==> config.mk <==
export PLATFORM = sky130hd
export DESIGN_NAME = int_br_recovery_arbiter
export DESIGN_NICKNAME = d
export VERILOG_FILES = /design/src/rtl/int_br_recovery_arbiter.sv
export SDC_FILE = /design/constraint.sdc
export NUM_CORES = 1
export LEC_CHECK = 0
export ABC_CLOCK_PERIOD_IN_PS = 3350
export CAP_MARGIN = 25
export CORE_ASPECT_RATIO = 1.75
export CORE_UTILIZATION = 47
export DETAILED_ROUTE_END_ITERATION = 8
export GPL_TIMING_DRIVEN = 1
export PLACE_DENSITY = 0.83
export SLEW_MARGIN = 20
export SYNTH_ARGS = -nofsm -noshare
export SYNTH_HDL_FRONTEND = slang
export SYNTH_SLANG_ARGS = --single-unit
export TNS_END_PERCENT = 50
==> constraint.sdc <==
create_clock -name clk -period 3.35 [get_ports clk]
set_clock_uncertainty 0.15 [all_clocks]
set_input_delay 0.335 -clock clk [delete_from_list [all_inputs] [get_ports clk]]
set_output_delay 0.335 -clock clk [all_outputs]
set_load 0.05 [all_outputs]
==> src/rtl/int_br_recovery_arbiter.sv <==
// Integer-lane branch recovery arbiter: picks the oldest mispredicted branch
// and hands it to the recovery manager, buffering one older follow-up.
module int_br_recovery_arbiter #(
  parameter int ISSUE_WIDTH  = 2,
  parameter int AL_PTR_WIDTH = 6,
  parameter int PC_WIDTH     = 32
) (
  input  logic                                     clk,
  input  logic                                     rst,
  input  logic                                     stall,
  input  logic [ISSUE_WIDTH-1:0]                   brValid,
  input  logic [ISSUE_WIDTH-1:0]                   brMispred,
  input  logic [ISSUE_WIDTH-1:0][AL_PTR_WIDTH-1:0] brAlPtr,
  input  logic [ISSUE_WIDTH-1:0][PC_WIDTH-1:0]     brNextAddr,
  input  logic [AL_PTR_WIDTH-1:0]                  alHeadPtr,
  output logic                                     recoveryReq,
  output logic [AL_PTR_WIDTH-1:0]                  recoveryPtr,
  output logic [PC_WIDTH-1:0]                      recoveryAddr,
  input  logic                                     recoveryAck,
  input  logic                                     recoveryDone,
  output logic [15:0]                              mispredCount,
  output logic [1:0]                               dbgState
);

  // Handshake: recoveryReq is high for the whole REQ state and carries the
  // registered held slot; a transfer happens on the rising edge where
  // recoveryReq and recoveryAck are both high. Before that edge the held slot
  // may only be upgraded to an older branch, never to a younger one.

  typedef enum logic [1:0] {
    IDLE       = 2'd0,
    REQ        = 2'd1,
    RECOVERING = 2'd2
  } stateT;

  stateT state, stateNext;

  logic [AL_PTR_WIDTH-1:0] heldPtr, heldPtrNext;
  logic [PC_WIDTH-1:0]     heldAddr, heldAddrNext;
  logic                    pendValid, pendValidNext;
  logic [AL_PTR_WIDTH-1:0] pendPtr, pendPtrNext;
  logic [PC_WIDTH-1:0]     pendAddr, pendAddrNext;
  logic [15:0]             countQ;
  logic [15:0]             mispredCountNext;
  logic                    countInc;

  logic [ISSUE_WIDTH-1:0][AL_PTR_WIDTH-1:0] laneAge;
  logic                    winValid;
  logic [AL_PTR_WIDTH-1:0] winPtr;
  logic [AL_PTR_WIDTH-1:0] winAge;
  logic [PC_WIDTH-1:0]     winAddr;
  logic [AL_PTR_WIDTH-1:0] heldAge;
  logic [AL_PTR_WIDTH-1:0] pendAge;
  logic                    winOlderThanHeld;
  logic                    winTakesPend;

  // Ages are distances from the head modulo the pointer range, so wrap is free.
  always_comb begin
    for (int i = 0; i < ISSUE_WIDTH; i++) begin
      laneAge[i] = brAlPtr[i] - alHeadPtr;
    end
  end

  assign heldAge = heldPtr - alHeadPtr;
  assign pendAge = pendPtr - alHeadPtr;

  // Strict less-than keeps the lowest lane on an age tie.
  always_comb begin
    winValid = 1'b0;
    winPtr   = '0;
    winAge   = '0;
    winAddr  = '0;
    for (int i = 0; i < ISSUE_WIDTH; i++) begin
      if (!stall && brValid[i] && brMispred[i] && (!winValid || (laneAge[i] < winAge))) begin
        winValid = 1'b1;
        winPtr   = brAlPtr[i];
        winAge   = laneAge[i];
        winAddr  = brNextAddr[i];
      end
    end
  end

  assign winOlderThanHeld = winValid && (winAge < heldAge);
  assign winTakesPend     = winOlderThanHeld && (!pendValid || (winAge < pendAge));

  always_comb begin
    stateNext     = state;
    heldPtrNext   = heldPtr;
    heldAddrNext  = heldAddr;
    pendValidNext = pendValid;
    pendPtrNext   = pendPtr;
    pendAddrNext  = pendAddr;
    countInc      = 1'b0;
    case (state)
      IDLE: begin
        if (winValid) begin
          heldPtrNext  = winPtr;
          heldAddrNext = winAddr;
          stateNext    = REQ;
        end
      end
      REQ: begin
        if (recoveryAck) begin
          // The held slot is what was acknowledged; an older arrival waits.
          countInc  = 1'b1;
          stateNext = RECOVERING;
          if (winTakesPend) begin
            pendValidNext = 1'b1;
            pendPtrNext   = winPtr;
            pendAddrNext  = winAddr;
          end
        end else if (winOlderThanHeld) begin
          heldPtrNext  = winPtr;
          heldAddrNext = winAddr;
        end
      end
      RECOVERING: begin
        if (recoveryDone) begin
          pendValidNext = 1'b0;
          if (winTakesPend) begin
            heldPtrNext  = winPtr;
            heldAddrNext = winAddr;
            stateNext    = REQ;
          end else if (pendValid) begin
            heldPtrNext  = pendPtr;
            heldAddrNext = pendAddr;
            stateNext    = REQ;
          end else begin
            stateNext = IDLE;
          end
        end else if (winTakesPend) begin
          pendValidNext = 1'b1;
          pendPtrNext   = winPtr;
          pendAddrNext  = winAddr;
        end
      end
      default: stateNext = IDLE;
    endcase
  end

  assign mispredCountNext = (countInc && (countQ != 16'hFFFF)) ? countQ + 16'd1 : countQ;

  always_ff @(posedge clk or negedge rst) begin
    if (!rst) begin
      state     <= IDLE;
      heldPtr   <= '0;
      heldAddr  <= '0;
      pendValid <= 1'b0;
      pendPtr   <= '0;
      pendAddr  <= '0;
      countQ    <= '0;
    end else begin
      state     <= stateNext;
      heldPtr   <= heldPtrNext;
      heldAddr  <= heldAddrNext;
      pendValid <= pendValidNext;
      pendPtr   <= pendPtrNext;
      pendAddr  <= pendAddrNext;
      countQ    <= mispredCountNext;
    end
  end

  assign recoveryReq  = (state == REQ);
  assign recoveryPtr  = heldPtr;
  assign recoveryAddr = heldAddr;
  assign mispredCount = countQ;
  assign dbgState     = state;

endmodule

==> impl_metrics.json <==
{
  "yosys_warnings": 0,
  "hold_path_class": "register to register",
  "grt_pass1_wl_um": 45200,
  "ys_async_sr_fraction_pct": 100,
  "antenna_found_initial": 1,
  "crit_fanout": 6,
  "clkLatencyLatePin_ns": 0.36,
  "rsz0062_at_grt": "yes",
  "swShare_pct": 49.2,
  "cts_tree": "yes",
  "die_area_sq_mm": 0.0147,
  "syn_avg_cell_area_sq_um": 8.67,
  "grt_usage_pct": 39.5,
  "yosys_register_bits": 95,
  "start_util_pct": 48.1,
  "ys.flop_type": "dfrtp_1",
  "grt_pass1_vias": 8386,
  "fmax_mhz": 191,
  "cts_made_buffers": 9,
  "drt-wirelength-per-cell_um": 28.1,
  "htreeDepth": 3,
  "fin_ws_ns": -1.89,
  "io_pins": 148,
  "cp_cell_sequence": "clkdlybuf4s15_2, fa_2, a21oi_2, nor2_1, nor2_1, xnor2_1, nand2_1, ha_4, nand3_2, or3_4, a31oi_4, nor2_4, buf_6, o21ai_4, ha_4, buf_6, o311a_4, a211oi_4, buf_6, o221ai_4, buf_12, clkbuf_16, o31ai_1",
  "design.core.area_sq_mm": 0.0139,
  "fin_nets": 1168,
  "worstHoldStart": "mispredCount[15]$_DFFE_PN0P_",
  "grt_max_degree": 78,
  "seqPwrFrac_pct": 22.3,
  "leakagePower_uw": 0.00483,
  "layout_common_cells": "141 x buf_4, 134 x clkdlybuf4s50_1, 95 x dfrtp_1",
  "violations": "setup timing",
  "syn-instance-count": 772,
  "critPathTopFamily": "compound AO/OA/AOI/OAI gates",
  "criticalPathCategory": "input port to register",
  "synth_edf_count": 0,
  "grt-ovfl-total": 0,
  "yosysTopAreaCellShare_pct": 35.5,
  "status": "finished with violations",
  "hold_ws_ns": 0.347,
  "crit_path_frequent_cell": "buf_6",
  "diodes": 0,
  "tightest_slew_ns": 1.31,
  "arrival_ns": 5.29,
  "drc": 0,
  "worstPathBufferInverterCount": 6,
  "drv_slew": 0,
  "worst_path_max_delay_cell": "o31ai_1",
  "worstSetupStartpoint": "brAlPtr[1]",
  "dp_hpwl_um": 15900,
  "yosysUniqueCellTypes": 51,
  "cp.required_ns": 3.39,
  "synth.area.top_cells": "dfrtp_1 36%, a31oi_1 7.2%, ha_1 6.4%",
  "ir_worst_vdd_mv": 0.504,
  "drtPass1Iterations": 9,
  "wl_um": 34300,
  "drt_iter0_drc": 1330,
  "gp_congestion": 0.911,
  "power_switching_uw": 4470,
  "power_density_mw_per_mm2": 795,
  "cap_viol_max_count": 0,
  "syn-num-nets": 901,
  "cts-root-buf": "clkbuf_16",
  "min_period_over_period_pct": 156,
  "cts_buffer_depth": 2,
  "die_h_um": 160,
  "worstReg2RegStart": "recoveryPtr[1]$_DFFE_PN0P_",
  "synth.yosys.seq_area_share_pct": 35.5,
  "final_antenna_net_count": 0,
  "rows": 57,
  "startpoint_type": "input port",
  "die_w_um": 92.2,
  "internal-power_uw": 4630,
  "syn-cell-area_sq_mm": 0.00669,
  "p_comb_share_pct": 64.8,
  "hold_viol": 0,
  "via_per_inst": 7.28,
  "path_clk_slew_ns": 0.08,
  "relSlewSlack_pct": 12.6,
  "end_kind": "register",
  "power_frac_clock_pct": 12.9,
  "slowest_delay_ns": 0.56,
  "power.total_uw": 9100,
  "vias": 8886,
  "final_common_cell": "buf_4",
  "area_growth_pct": 71.0,
  "io_buffers": 147,
  "yosys.area.top_type": "dfrtp_1",
  "drive_gt1_share_pct": 37.2,
  "setup_viol": 78,
  "cts.sinks": 95,
  "timing.final.crit_period_ns": 5.24
}
cells in the mapped netlist (all sizes together), types with 3 or more instances:
library cell   n
clkbuf        47
nor3           3
buf           30
a21oi         49
a31oi         78
inv           18
nand3          7
and3          42
nor2          16
dfrtp         95
xnor2         21
mux2i          3
o21ai         47
a211oi        40
nand2         98
o21a           6
nand3b         5
o2111ai       38
ha            34
xor2          11
o31ai         39
a21o           9
a31o           3
fa             4
nand4          6
layer usage:
metal	share of wire [%]	track usage, %
met5	0.026	0
met4	9.3	24.9
met3	11	6.29
met2	47	66.4
met1	33	46.5
sequential cells by signal, indices dropped and copies added, names as in the netlist:
register,flops
recoveryPtr,6
dbgState,2
pendValid,1
pendAddr,32
recoveryAddr,32
pendPtr,6
mispredCount,16
power groups by stage:
| stage | logic, uW | clock network, uW | registers (uW) |
|---|---|---|---|
| floorplan | 1930 | 0 | 2390 |
| global placement | 3980 | 0 | 1870 |
| detailed placement | 4070 | 0 | 1890 |
| CTS | 4750 | 1140 | 1890 |
| global route | 6080 | 1220 | 2030 |
| finish | 5900 | 1170 | 2030 |
final cells by class:
type | count | area (sq um)
repair buffers | 333 | 3360
well taps | 177 | 221
multi-input cells | 582 | 5090
inverters | 18 | 76.3
flip-flops and latches | 95 | 2380
fillers | 674 | 2460
clock buffers | 10 | 229
clock inverters | 6 | 92.6
metrics by stage:
step / util [%] / setup slack [ns] / instance area (sq um) / instances / TNS, ns
6_report: 82.3 / -1.89 / 11400 / 1221 / -112.02
4_1_cts: 77.2 / -1.21 / 10700 / 1207 / -86.61
5_1_grt: 82.3 / -2.00 / 11400 / 1221 / -120.35
3_5_place_dp: 68.7 / -2.22 / 9550 / 1150 / -166.97
2_1_floorplan: - / -1.21 / 6930 / 772 / -91.08
3_3_place_gp: 68.7 / -2.01 / 9550 / 1150 / -152.26
kinds of logic after synthesis:
family          Yosys count  share of synthesized area [%]
compound gates          319                           32.3
xor+xnor                 32                           4.19
fa+ha+maj                38                           7.55
buf+inv                  95                           6.04
flops                    95                           35.5
mux                       4                          0.617
simple gates            189                           13.8
final timing paths:
path | slack [ns] | to | cells past startpoint
max in group asynchronous | 1.90 | recoveryAddr[22]$_DFFE_PN0P_ | 3
worst min register to register | 0.35 | mispredCount[15]$_DFFE_PN0P_ | 1
worst max-delay path | -1.89 | recoveryAddr[6]$_DFFE_PN0P_ | 23
worst min-delay path | 0.35 | mispredCount[15]$_DFFE_PN0P_ | 1
min in group asynchronous | 0.43 | mispredCount[15]$_DFFE_PN0P_ | 2
worst max register to register | -0.91 | recoveryAddr[6]$_DFFE_PN0P_ | 16
repair_timing:
item	4_1_cts	5_1_grt
gates resized for setup	127	116
gates cloned	7	2
buffers inserted	35	13
endpoints found under the setup margin	78	78
hold buffers	1	0
endpoints found under the hold margin	50	0
pin swaps	60	55
Power figures use the tool's default switching activity.
